==> config.mk <==
export PLATFORM = sky130hd
export DESIGN_NAME = conv_mac_accumulator_flat
export DESIGN_NICKNAME = d
export VERILOG_FILES = /design/src/rtl/conv_mac_accumulator_if.sv /design/src/rtl/conv_mac_accumulator.sv /design/src/flat_wrapper.sv
export SDC_FILE = /design/constraint.sdc
export NUM_CORES = 1
export LEC_CHECK = 0
export CAP_MARGIN = 10
export CORE_MARGIN = 10
export CORE_UTILIZATION = 64
export DETAILED_ROUTE_END_ITERATION = 10
export GPL_TIMING_DRIVEN = 0
export HOLD_SLACK_MARGIN = 0.1
export PLACE_DENSITY = 0.87
export SLEW_MARGIN = 20
export SYNTH_ARGS = -nofsm -noshare
export SYNTH_HDL_FRONTEND = slang
export SYNTH_SLANG_ARGS = --single-unit
==> constraint.sdc <==
create_clock -name clk -period 8.7 [get_ports clk]
set_input_delay 1.74 -clock clk [delete_from_list [all_inputs] [get_ports clk]]
set_output_delay 1.74 -clock clk [all_outputs]
set_load 0.01 [all_outputs]
==> src/rtl/conv_mac_accumulator_if.sv <==
// Tap/result bus of the int8 MAC accumulator.
// Carries stall, abort, tap operands and window result.
interface conv_mac_accumulator_if;
    logic        en;
    logic        clear;
    logic        in_valid;
    logic [7:0]  act_in;
    logic [7:0]  wt_in;
    logic [31:0] bias_in;
    logic [31:0] data_out;
    logic        out_valid;

    modport master (
        output en,
        output clear,
        output in_valid,
        output act_in,
        output wt_in,
        output bias_in,
        input  data_out,
        input  out_valid
    );

    modport slave (
        input  en,
        input  clear,
        input  in_valid,
        input  act_in,
        input  wt_in,
        input  bias_in,
        output data_out,
        output out_valid
    );
endinterface

==> src/rtl/conv_mac_accumulator.sv <==
// Int8 x int8 MAC with per-window bias and int32 saturation.
// Two stages: P registers the product, A accumulates K of them.
module conv_mac_accumulator #(
    parameter int K     = 9,
    parameter int CNT_W = 10
) (
    input logic                   clk,
    input logic                   rst_b,
    conv_mac_accumulator_if.slave bus
);
    localparam logic [CNT_W-1:0] LAST = CNT_W'(K - 1);

    logic [CNT_W-1:0] in_cnt;
    logic [CNT_W-1:0] acc_cnt;
    logic [15:0]      prod;
    logic             prod_v;
    logic [31:0]      bias_r;
    logic [31:0]      acc;
    logic [31:0]      data_r;
    logic             valid_r;

    logic [15:0]      act_x;
    logic [15:0]      wt_x;
    logic [15:0]      mul;
    logic [31:0]      base;
    logic [32:0]      sum;
    logic [31:0]      sat;

    // Exact 16-bit product and the clamped 33-bit running sum.
    always_comb begin
        act_x = {{8{bus.act_in[7]}}, bus.act_in};
        wt_x  = {{8{bus.wt_in[7]}}, bus.wt_in};
        mul   = act_x * wt_x;
        base  = (acc_cnt == '0) ? bias_r : acc;
        sum   = {base[31], base} + {{17{prod[15]}}, prod};
        sat   = sum[31:0];
        if (sum[32] != sum[31]) begin
            sat = sum[32] ? 32'h8000_0000 : 32'h7fff_ffff;
        end
    end

    // Stage P: register product, capture bias on tap 0, count taps.
    always_ff @(posedge clk or negedge rst_b) begin
        if (!rst_b) begin
            in_cnt <= '0;
            prod   <= '0;
            prod_v <= 1'b0;
            bias_r <= '0;
        end else if (bus.en) begin
            if (bus.clear) begin
                in_cnt <= '0;
                prod_v <= 1'b0;
            end else if (bus.in_valid) begin
                prod   <= mul;
                prod_v <= 1'b1;
                if (in_cnt == '0) begin
                    bias_r <= bus.bias_in;
                end
                if (in_cnt == LAST) begin
                    in_cnt <= '0;
                end else begin
                    in_cnt <= in_cnt + 1'b1;
                end
            end else begin
                prod_v <= 1'b0;
            end
        end
    end

    // Stage A: accumulate products, emit window sum as a pulse.
    always_ff @(posedge clk or negedge rst_b) begin
        if (!rst_b) begin
            acc_cnt <= '0;
            acc     <= '0;
            data_r  <= '0;
            valid_r <= 1'b0;
        end else if (bus.en) begin
            valid_r <= 1'b0;
            if (bus.clear) begin
                acc_cnt <= '0;
                acc     <= '0;
            end else if (prod_v) begin
                if (acc_cnt == LAST) begin
                    data_r  <= sat;
                    valid_r <= 1'b1;
                    acc_cnt <= '0;
                end else begin
                    acc     <= sat;
                    acc_cnt <= acc_cnt + 1'b1;
                end
            end
        end
    end

    assign bus.data_out  = data_r;
    assign bus.out_valid = valid_r;
endmodule
==> src/flat_wrapper.sv <==
// flat-port wrapper written by rule: the top's interface ports become plain ports
module conv_mac_accumulator_flat 
#(
    parameter int K     = 9,
    parameter int CNT_W = 10
)
  (clk, rst_b, bus_en, bus_clear, bus_in_valid, bus_act_in, bus_wt_in, bus_bias_in, bus_data_out, bus_out_valid);
  conv_mac_accumulator_if bus_i ();
  input logic clk;
  input logic rst_b;
  input wire logic [$bits(bus_i.en)-1:0] bus_en;
  input wire logic [$bits(bus_i.clear)-1:0] bus_clear;
  input wire logic [$bits(bus_i.in_valid)-1:0] bus_in_valid;
  input wire logic [$bits(bus_i.act_in)-1:0] bus_act_in;
  input wire logic [$bits(bus_i.wt_in)-1:0] bus_wt_in;
  input wire logic [$bits(bus_i.bias_in)-1:0] bus_bias_in;
  output wire logic [$bits(bus_i.data_out)-1:0] bus_data_out;
  output wire logic [$bits(bus_i.out_valid)-1:0] bus_out_valid;
  assign bus_i.en = bus_en;
  assign bus_i.clear = bus_clear;
  assign bus_i.in_valid = bus_in_valid;
  assign bus_i.act_in = bus_act_in;
  assign bus_i.wt_in = bus_wt_in;
  assign bus_i.bias_in = bus_bias_in;
  assign bus_data_out = bus_i.data_out;
  assign bus_out_valid = bus_i.out_valid;
  conv_mac_accumulator #(.K(K), .CNT_W(CNT_W)) u_core (.clk(clk), .rst_b(rst_b), .bus(bus_i));
endmodule
[Yosys cells after proc, flatten, opt, wreduce, memory -nomap -nowiden]
Cells that the tools add are included.
Widths: inputs -> output; s select.
Storage, ports and cells
  logic and storage cells: 44
  memories: 0
  register bits: 134
  memory bits (read-only): 0
  bits in latches: 0
  bits of input ports: 53
  memory bits (writable): 0
  output and inout bits: 33
Operators by class
  reductions and logical operators: 10
  mux-type cells: 17
  add/subtract/negate cells: 3
  bitwise gates (word level): 1
  order comparisons: 0
  eq/ne operators: 4
  shift operators: 0
  $mul: 1
  div/mod/pow operators: 0
Operator list (number)
  $mux 32: 6
  $mux 10: 6
  $add 32x16->33: 1
  $add 10x1->10 const B: 2
  $eq 10x4->1 const B: 2
  $logic_not 10->1: 2
  $mul 8x8->16: 1
  $reduce_and 4->1: 2
  $reduce_and 3->1: 2
  $mux 1: 5
  $reduce_and 2->1: 2
  $reduce_bool 2->1: 2
  $ne 2x2->1 const B: 1
  $ne 1x1->1: 1
  $not 1->1: 1

[Depth between registers and ports, before layout]
Gate-level depths: netlist of the first run.
  depth in word-level cells: 8
  mapped depth: 18
  depth with buffers taken out: 18

[Worst setup path after synthesis of the first run]
OpenSTA, ideal clock, no wires.
  path type: in2reg
  start: input port bus_act_in[3]
  end: register u_core.prod[15]
  path slack: 2.917 ns
  data required time: 8.566 ns
  stages: 16
  setup time: 0.134 ns
  path buffers: 0
  data arrival time: 5.650 ns
  cells stage by stage: and2_1 fa_1 inv_1 fa_1 inv_1 fa_1 inv_1 fa_1 inv_1 ha_1 a2111oi_0 o311ai_1 a21o_1 a21oi_1 xnor2_1 o21ai_1
Between the ends
  longest elaborated chain between the ends: 1
Ends and longest elaborated chain
  start: declaration: line flat_wrapper.sv:14  | input wire logic [$bits(bus_i.act_in)-1:0] bus_act_in;
  $mul 8x8->16: line conv_mac_accumulator.sv:33  | mul = act_x * wt_x;
  end signal: assignment: line conv_mac_accumulator.sv:54  | prod <= mul;
  end: declaration: line conv_mac_accumulator.sv:15  | logic [15:0] prod;
Every way passes these cells.
A chain may end at the register's enable or synchronous reset.

[Worst setup path after layout of the first run]
Ends and elaborated chain as after synthesis.

==> metrics.txt, run 1 <==
io pins between 80 and 90; ys flop type dfrtp_1; gr ovfl total 0; Synth top cells by count 134 x dfrtp_1, 116 x nand2_1, 101 x inv_1; cts bufs inserted 17; Setup Crit Path Kind in2reg; cell taking the most area after synthesis dfrtp_1; most used routing layer met2; synth unique cells about 70; Final Power a little under 4 mW; CP Capture Type register; synth warn 0; vias in the first global route ~8.6k; dominant cells by area after synthesis dfrtp_1 33%, fa_1 11%, ha_1 8.0%; Fin. Hold Viols 0; Max Root-Sink Buffers 2; Nets 1310; R2R Setup Slk 3.20 ns; postcts setup bufs 0; Post-DP HPWL between 20000 and 25000 um; Row Count 45; IO Port Bufs between 80 and 90; antenna violations before repair 0; Final Setup Violations 0; Initial Util 0.660; die height between 100 and 150 um; EDFF count, synth 0; Slew HR 0.212; DIE AREA around 21000 um2; Max H-tree Level 4; GRT Overall Usage 0.248; skew final between 0.009 and 0.01 ns; static leakage 5.43 nW; fmax 154 MHz; GR Layer Usage met3 0.0475; CTS Hold Buffers Added 0; Clock Tree Root clkbuf_16; vias 8264; most frequent cell after synthesis dfrtp_1; CP arrival 6.79 ns; fin. max-slew vios 0; Max-cap violations 0; Skew-Pair Late Insertion Delay 0.44 ns; Post-synth ARST share 1.00; grt met2 use 0.419; CTS tree yes; Avg Cell Area, Syn 9.83 um2; ANT nets after route 0; setup TNS 0 ns; first-pass GRT wire length 43300 um; status finished clean; Hold WC Path Type reg2reg; post-synthesis sequential area ratio 0.330; ANT cells 0; Tmin final 6.50 ns; first-iteration detailed-routing DRC count slightly above 700; post-synth top area share 0.330; RSZ-0062 raised after global routing false; crit path launch type input port; DR WL/cell 19.5 um; met1 Usage GRT 0.307; final wirelength 26600 um; fin crit share 0.747; maximum vdd drop around 0.17 mV; share of cells above drive strength 1 0.129; Pre-Repair DR Iteration Count 5; Placeable Area between 15000 and 20000 um2; syn_nets 1206; mapped cell area 10100 um2; GP Congestion between 0.9 and 1; Sink Count 134; vias per inst roughly 6; #FFs+latches synth approximately 130; CTS resizes 0; Cells after Synth about 1.0k; P per Cell Area 332 nW/um2; die width between 100 and 150 um; Area Growth Syn to Fin 17.6%; Clock Pin Slew Worst Setup and Hold Paths 0.06 ns; Worst-Margin Slew 1.18 ns; largest net degree at the start of global routing 77; drt drc 0; Critical Path RT around 9.0 ns; CP Max Fanout 8
[logic make-up after synthesis]
logic type,after synthesis,synth area share
AND/OR/NAND/NOR,286,0.138
flip-flops,134,0.330
buffers and inverters,132,0.0528
XOR/XNOR,50,0.0432
multiplexers,72,0.0829
adder cells (fa/ha/maj),121,0.191
AO/OA/AOI/OAI,237,0.162
[area by class of cell]
type | instances | area (um2)
Buffer | 31 | 156
Clock buffer | 18 | 439
Clock inverter | 14 | 211
Fill cell | 1054 | 3440
Inverter | 101 | 379
Multi-Input combinational cell | 766 | 6260
Sequential cell | 134 | 3350
Tap cell | 211 | 264
Timing Repair Buffer | 85 | 873
[sequential cells by signal, summed over array words and instances (netlist names)]
name / cells
u_core.acc_cnt: 10
u_core.bus.out_valid: 1
u_core.acc: 32
u_core.bus.data_out: 32
u_core.prod: 16
u_core.in_cnt: 10
u_core.prod_v: 1
u_core.bias_r: 32
[metal layers]
metal	share of wire	vias up
met5	0	-
met4	0.027	0
met3	0.070	56
met2	0.50	363
met1	0.41	4053
li1	-	3792
[report_power, final]
group	switching, mW	internal [mW]
registers	0.115	0.763
logic	1.37	0.917
clock network	0.304	0.496
total	1.79	2.18
[path summary, 6_finish.rpt]
check / start / to / cells past startpoint
max in group asynchronous: rst_b / u_core.bus.data_out[13]$_DFFE_PN0P_ / 2
max reg2reg: u_core.acc_cnt[0]$_DFFE_PN0P_ / u_core.acc[24]$_DFFE_PN0P_ / 18
min in group asynchronous: rst_b / u_core.acc_cnt[5]$_DFFE_PN0P_ / 1
max: bus_act_in[3] / u_core.prod[15]$_DFFE_PN0P_ / 17
min: u_core.bus.data_out[5]$_DFFE_PN0P_ / u_core.bus.data_out[5]$_DFFE_PN0P_ / 2
min reg2reg: u_core.bus.data_out[5]$_DFFE_PN0P_ / u_core.bus.data_out[5]$_DFFE_PN0P_ / 2
[worst max-delay path, cell delays in order]
cell and delay [ns]:
clkdlybuf4s50_1 0.57, and2_1 0.27, fa_1 0.54, inv_1 0.05
fa_1 0.48, inv_1 0.06, fa_1 0.54, inv_1 0.06
fa_1 0.53, inv_1 0.04, ha_1 0.34, a2111oi_0 0.70
o311ai_1 0.29, a21o_1 0.23, a21oi_1 0.16, xnor2_1 0.14
o21ai_1 0.07
[cell usage in the layout (no fill, tap or decap), types with 15 or more instances in the layout]
master | netlist | layout
nand3_1 | 15 | 15
clkbuf_1 | 19 | 19
a21oi_1 | 46 | 46
xor2_1 | 27 | 27
nor2_1 | 55 | 55
clkdlybuf4s50_1 | 0 | 83
clkbuf_16 | 0 | 17
dfrtp_1 | 134 | 134
inv_1 | 101 | 101
nand2_1 | 116 | 116
fa_1 | 56 | 56
and2_1 | 40 | 40
mux2_2 | 68 | 68
ha_1 | 65 | 65
o21ai_0 | 60 | 60
xnor2_1 | 23 | 23
[through the flow]
step / area, um2 / std cells / util / setup WS, ns / hold slack, ns
final: 11900 / 1360 / 0.776 / 2.20 / 0.479
after detailed placement: 11300 / 1328 / 0.734 / 1.73 / 0.471
after global routing: 11900 / 1360 / 0.776 / 1.98 / 0.503
after floorplan: 10100 / 1032 / - / 2.92 / 0.438
after CTS: 11900 / 1360 / 0.776 / 2.19 / 0.484
after global placement: 11300 / 1327 / 0.732 / 0.722 / 0.458
Power figures use the tool's default switching activity.
==> inputs of run 2 (changes only) <==
--- a/config.mk
+++ b/config.mk
@@ -7,11 +7,11 @@
 export LEC_CHECK = 0
 export CAP_MARGIN = 10
 export CORE_MARGIN = 10
-export CORE_UTILIZATION = 64
+export CORE_UTILIZATION = 60
 export DETAILED_ROUTE_END_ITERATION = 10
 export GPL_TIMING_DRIVEN = 0
 export HOLD_SLACK_MARGIN = 0.1
-export PLACE_DENSITY = 0.87
+export PLACE_DENSITY = 0.82
 export SLEW_MARGIN = 20
 export SYNTH_ARGS = -nofsm -noshare
 export SYNTH_HDL_FRONTEND = slang
==> constraint.sdc (replaced) <==
create_clock -name clk -period 6.55 [get_ports clk]
set_input_delay 1.31 -clock clk [delete_from_list [all_inputs] [get_ports clk]]
set_output_delay 1.31 -clock clk [all_outputs]
set_load 0.01 [all_outputs]
==> metrics.txt, run 2 (synthesis gave the netlist of run 1 again) <==
share of cells above drive strength 1 0.127 (was 0.129); drt drc 0 (unchanged); GP Congestion 0.978 (was 0.932); cell area after layout 11900 um2 (about the same); skew final 0.00974 ns (was 0.00961 ns); Worst-Margin Slew 1.04 ns (was 1.18 ns); ANT cells 0 (unchanged); Placeable Area 16600 um2 (was 15400 um2); Area Growth Syn to Fin 17.2% (was 17.6%); first-iteration detailed-routing DRC count 592 (was 714); cts bufs inserted 17 (unchanged); status finished clean (unchanged); Skew-Pair Late Insertion Delay 0.43 ns (was 0.44 ns); Max-cap violations 0 (unchanged); Hold WC Path Type reg2reg (unchanged); dpl ws 0.153 ns (was 1.73 ns); Reg power frac 0.226 (was 0.222); CP Max Fanout 8 (unchanged); commonest non-fill, non-tap cell in the layout dfrtp_1 (unchanged); Initial Util 0.612 (was 0.660); Clock Pin Slew Worst Setup and Hold Paths 0.05 ns (was 0.06 ns); Row Count 47 (was 45); CP arrival 6.26 ns (was 6.79 ns); die height 150 um (was 146 um); io pins 86 (unchanged); die width 150 um (was 146 um); fin. max-slew vios 0 (unchanged); commonest cells after routing, fill and taps aside 134 x dfrtp_1, 116 x nand2_1, 101 x inv_1 (unchanged); vias in the first global route 8232 (was 8566); setup TNS 0 ns (unchanged); CP Capture Type register (unchanged); first-pass GRT wire length 40800 um (was 43300 um); RSZ-0062 raised after global routing false (unchanged); Setup WS post-layout 0.579 ns (was 2.20 ns); gr ovfl total 0 (unchanged); CTS resizes 0 (unchanged); CTS tree yes (unchanged); clock power share 0.188 (was 0.202); Nets 1310 (unchanged); Max Root-Sink Buffers 2 (unchanged); largest net degree at the start of global routing 69 (was 77); vias per inst 5.91 (was 6.08); vias 8084 (was 8264); Gate power share 0.586 (was 0.576); postcts setup bufs 0 (unchanged); CTS Hold Buffers Added 0 (unchanged); Switching Fraction 0.446 (was 0.451); Slew HR 0.305 (was 0.212); fmax 167 MHz; Placed Instance Area 11300 um2 (about the same); Fin. Hold Viols 0 (unchanged); Clock Tree Root clkbuf_16 (unchanged); Switch Pwr 2.27 mW (was 1.79 mW); IO Port Bufs 84 (unchanged); P per Cell Area 428 nW/um2 (was 332 nW/um2); GRT Overall Usage 0.224 (was 0.248); static leakage 5.40 nW (was 5.43 nW); final wirelength 24600 um (was 26600 um); Int Pwr 2.82 mW (was 2.18 mW); Max H-tree Level 4 (unchanged); Setup Crit Path Kind in2reg (unchanged); Sink Count 134 (unchanged); DR WL/cell 18.0 um (was 19.5 um); maximum vdd drop 0.239 mV (was 0.170 mV); Pre-Repair DR Iteration Count 5 (unchanged); Post-DP HPWL 19300 um (was 20100 um); DIE AREA 22500 um2 (was 21300 um2); final core occ 0.717 (was 0.776); R2R Setup Slk 1.19 ns (was 3.20 ns); Critical Path RT 6.84 ns (was 8.99 ns); antenna violations before repair 0 (unchanged); fin crit share 0.912; ANT nets after route 0 (unchanged); Final Setup Violations 0 (unchanged); Tmin final 5.97 ns; crit path launch type input port (unchanged); Final Power 5.09 mW (was 3.96 mW)
-- run 2: changes by cell type in the layout (fill, tap and decap cells not counted), sizes merged --
cell	before	now
inv	108	102
clkbuf	37	41
clkinv	2	5
bufinv	4	2
clkinvlp	1	2
-- run 2: per-layer routing --
layer  vias to the layer above  GRT usage  share of wire  wire length, um
li1                       3803          -              -                -
met1                      3956      0.272           0.42            10300
met2                       277      0.378           0.49            12000
met3                        48     0.0543          0.068             1670
met4                         0     0.0879          0.027              670
met5                         -          0              0                0
-- run 2: worst paths after layout --
check,from,to,cells after the start
worst max register to register,u_core.acc_cnt[0]$_DFFE_PN0P_,u_core.acc[19]$_DFFE_PN0P_,18
worst min-delay path,u_core.acc[29]$_DFFE_PN0P_,u_core.acc[29]$_DFFE_PN0P_,2
worst max-delay path,bus_act_in[3],u_core.prod[15]$_DFFE_PN0P_,17
min in group asynchronous,rst_b,u_core.acc_cnt[9]$_DFFE_PN0P_,1
max in group asynchronous,rst_b,u_core.bias_r[16]$_DFFE_PN0P_,2
worst min register to register,u_core.acc[29]$_DFFE_PN0P_,u_core.acc[29]$_DFFE_PN0P_,2
-- run 2: final cells by class --
cell class	instances	area (um2)
repair buffers	85	873
plain buffers	31	156
clock buffers	22	474
well taps	220	275
fillers	1202	4690
inverters	101	379
clock inverters	10	120
flip-flops and latches	134	3350
multi-input cells	766	6260
-- run 2: power by group through the flow --
stage / Combinational [mW] / Clock [mW] / Sequential [mW]
final: 2.98 / 0.955 / 1.15
after global routing: 3.29 / 0.992 / 1.17
after CTS: 2.95 / 0.957 / 1.15
after detailed placement: 2.92 / 0 / 1.16
after global placement: 2.86 / 0 / 1.15
after floorplan: 2.26 / 0 / 1.11
-- run 2: per-stage QoR --
stage / instances / hold slack (ns)
floorplan: 1032 / 0.438
global placement: 1336 / 0.459
detailed placement: 1337 / 0.471
CTS: 1369 / 0.479
global route: 1369 / 0.489
finish: 1369 / 0.476
-- run 2: critical path, cell delays in order --
cell	delay, ns
clkdlybuf4s50_1	0.55
and2_1	0.26
fa_1	0.54
inv_1	0.05
fa_1	0.47
inv_1	0.05
fa_1	0.52
inv_1	0.05
fa_1	0.53
inv_1	0.04
ha_1	0.34
a2111oi_0	0.66
o311ai_1	0.29
a21o_1	0.23
a21oi_1	0.17
xnor2_1	0.13
o21ai_1	0.07
==> inputs of run 3 (changes only) <==
--- a/config.mk
+++ b/config.mk
@@ -5,6 +5,7 @@
 export SDC_FILE = /design/constraint.sdc
 export NUM_CORES = 1
 export LEC_CHECK = 0
+export ABC_AREA = 1
 export CAP_MARGIN = 10
 export CORE_MARGIN = 10
 export CORE_UTILIZATION = 60
==> metrics.txt, run 3 <==
status finished clean (unchanged); Max H-tree Level 4 (unchanged); ys flop type dfrtp_1 (unchanged); Max Root-Sink Buffers 2 (unchanged); largest net degree at the start of global routing 79 (was 69); Synth top cells by count 498 x nand2_1, 228 x inv_1, 134 x dfrtp_1 (was 134 x dfrtp_1, 116 x nand2_1, 101 x inv_1); RR Startpoint u_core.acc_cnt[0]$_DFFE_PN0P_ (unchanged); CTS resizes 0 (unchanged); CP arrival 5.97 ns (was 6.26 ns); commonest cells after routing, fill and taps aside 498 x nand2_1, 228 x inv_1, 134 x dfrtp_1 (was 134 x dfrtp_1, 116 x nand2_1, 101 x inv_1); area of the multi-input gates 6330 um2 (was 6260 um2); Final Power 6.23 mW (was 5.09 mW); setup TNS 0 ns (unchanged); Placeable Area 17500 um2 (was 16600 um2); vias per inst 5.34 (was 5.91); ANT nets after route 0 (unchanged); Critical Path RT 6.87 ns (was 6.84 ns); first-pass GRT wire length 46800 um (was 40800 um); GRT Overall Usage 0.238 (was 0.224); synth unique cells 37 (was 69); first-iteration detailed-routing DRC count 536 (was 592); postcts setup bufs 0 (unchanged); Clock Tree Root clkbuf_16 (unchanged); post-synthesis sequential area ratio 0.311 (was 0.330); Skew-Pair Late Insertion Delay 0.43 ns (about the same); CTS Hold Buffers Added 0 (unchanged); antenna violations before repair 0 (unchanged); sequential cell area 3350 um2 (unchanged); die width 154 um (was 150 um); CP Capture Type register (unchanged); Setup Crit Path Kind in2reg (unchanged); Hold Path Cell Cnt 2 (unchanged); Slew HR 0.429 (was 0.305); Cells after Synth 1410 (was 1032); GP Congestion 0.946 (was 0.978); Initial Util 0.617 (was 0.612); Area Growth Syn to Fin 14.9% (was 17.2%); CTS tree yes (unchanged); synth warn 0 (unchanged); cell taking the most area after synthesis dfrtp_1 (unchanged); Fin. Hold Viols 0 (unchanged); fin crit share 0.862 (was 0.912); Filler Cell Count 1414 (was 1202); Final Setup Violations 0 (unchanged); drt drc 0 (unchanged); Worst R2R End u_core.bus.data_out[30]$_DFFE_PN0P_ (was u_core.acc[19]$_DFFE_PN0P_); final wirelength 27700 um (was 24600 um); vias in the first global route 9552 (was 8232); Post-DP HPWL 22200 um (was 19300 um); fin. max-slew vios 0 (unchanged); most frequent cell after synthesis nand2_1 (was dfrtp_1); P per Cell Area 503 nW/um2 (was 428 nW/um2); hold endpoint u_core.acc[12]$_DFFE_PN0P_ (was u_core.acc[29]$_DFFE_PN0P_); IO Port Bufs 70 (was 84); vias 9275 (was 8084); maximum vdd drop 0.279 mV (was 0.239 mV); CP Max Fanout 8 (unchanged); Tmin final 5.65 ns (was 5.97 ns); static leakage 6.80 nW (was 5.40 nW); post-synth top area share 0.311 (was 0.330); RSZ-0062 raised after global routing false (unchanged); die height 154 um (was 150 um); share of cells above drive strength 1 0.0939 (was 0.127); Post-synth ARST share 1.00 (unchanged); Avg Cell Area, Syn 7.64 um2 (was 9.83 um2); fmax 177 MHz (was 167 MHz); DR WL/cell 16.0 um (was 18.0 um); Worst-Margin Slew 0.857 ns (was 1.04 ns); DIE AREA 23700 um2 (was 22500 um2); Max-cap violations 0 (unchanged); Worst Hold Launch u_core.acc[12]$_DFFE_PN0P_ (was u_core.acc[29]$_DFFE_PN0P_); #FFs+latches synth 134 (unchanged); cts bufs inserted 17 (unchanged); Pre-Repair DR Iteration Count 5 (unchanged); Hold WC Path Type reg2reg (unchanged); dominant cells by area after synthesis dfrtp_1 31%, nand2_1 17%, fa_1 10% (was dfrtp_1 33%, fa_1 11%, ha_1 8.0%); Sink Count 134 (unchanged); Nets 1674 (was 1310); skew final 0.00921 ns (was 0.00974 ns); Clock Pin Slew Worst Setup and Hold Paths 0.06 ns (was 0.05 ns); io pins 86 (unchanged); mapped cell area 10800 um2 (was 10100 um2); gr ovfl total 0 (unchanged); EDFF count, synth 0 (unchanged); FF-to-FF path depth 26 (was 18); Row Count 48 (was 47); commonest non-fill, non-tap cell in the layout nand2_1 (was dfrtp_1); crit path launch type input port (unchanged); ANT cells 0 (unchanged); R2R Setup Slk 1.82 ns (was 1.19 ns); syn_nets 1584 (was 1206)
-- run 3: worst max path at each step --
stage | startpoint | endpoint | slack [ns] | depth (start not counted)
CTS | bus_wt_in[7] | u_core.prod[15]$_DFFE_PN0P_ | 0.94 | 20
floorplan | bus_act_in[7] | u_core.prod[15]$_DFFE_PN0P_ | 1.17 | 21
global placement | rst_b | u_core.acc[24]$_DFFE_PN0P_ | -1.01 | 1
detailed placement | bus_wt_in[7] | u_core.prod[15]$_DFFE_PN0P_ | 0.51 | 20
global route | bus_wt_in[7] | u_core.prod[15]$_DFFE_PN0P_ | 0.58 | 20
finish | bus_wt_in[7] | u_core.prod[15]$_DFFE_PN0P_ | 0.90 | 20
-- run 3: final cells by class --
type | count | share of cell area
Clock buffer | 21 | 0.0380
Multi-Input combinational cell | 1004 | 0.511
Timing Repair Buffer | 71 | 0.0592
Tap cell | 225 | 0.0227
Sequential cell | 134 | 0.271
Clock inverter | 11 | 0.00990
Inverter | 229 | 0.0694
Buffer | 43 | 0.0188
-- run 3: critical path: stages --
cell	delay, ns
clkdlybuf4s50_1	0.51
inv_1	0.14
or2_2	0.32
fa_1	0.51
fa_1	0.54
inv_1	0.05
fa_1	0.53
inv_1	0.05
fa_1	0.53
inv_1	0.04
ha_1	0.34
nand2_1	0.09
nor3_1	0.23
nand3_1	0.11
nand3_1	0.13
nand2_1	0.09
a21oi_1	0.19
o21ai_0	0.11
nand3_1	0.09
nand2_1	0.05
-- run 3: kinds of logic after synthesis --
logic type / share of synthesized area
AO/OA/AOI/OAI: 0.0591
XOR/XNOR: 0.0333
adder cells (fa/ha/maj): 0.179
buffers and inverters: 0.101
flip-flops: 0.311
multiplexers: 0.0669
AND/OR/NAND/NOR: 0.249
-- run 3: per-layer routing --
metal,GRT usage,vias up,wire length (um)
li1,-,4537,-
met1,0.303,4451,12300
met2,0.406,254,13600
met3,0.0338,33,1380
met4,0.0751,0,442
met5,0,-,0
-- run 3: power by group --
part	internal (mW)	switching (mW)	leakage [nW]
registers	1.03	0.142	1.77
logic	1.49	2.59	4.74
clock network	0.591	0.380	0.294
-- run 3: metrics by stage --
step / area [um2] / std cells / hold WS (ns) / setup slack (ns) / utilization
after CTS: 12400 / 1738 / 0.478 / 0.941 / 0.709
after global placement: 11800 / 1705 / 0.457 / -1.01 / 0.673
after floorplan: 10800 / 1410 / 0.445 / 1.17 / -
final: 12400 / 1738 / 0.481 / 0.902 / 0.709
after global routing: 12400 / 1738 / 0.490 / 0.577 / 0.709
after detailed placement: 11800 / 1706 / 0.462 / 0.505 / 0.675
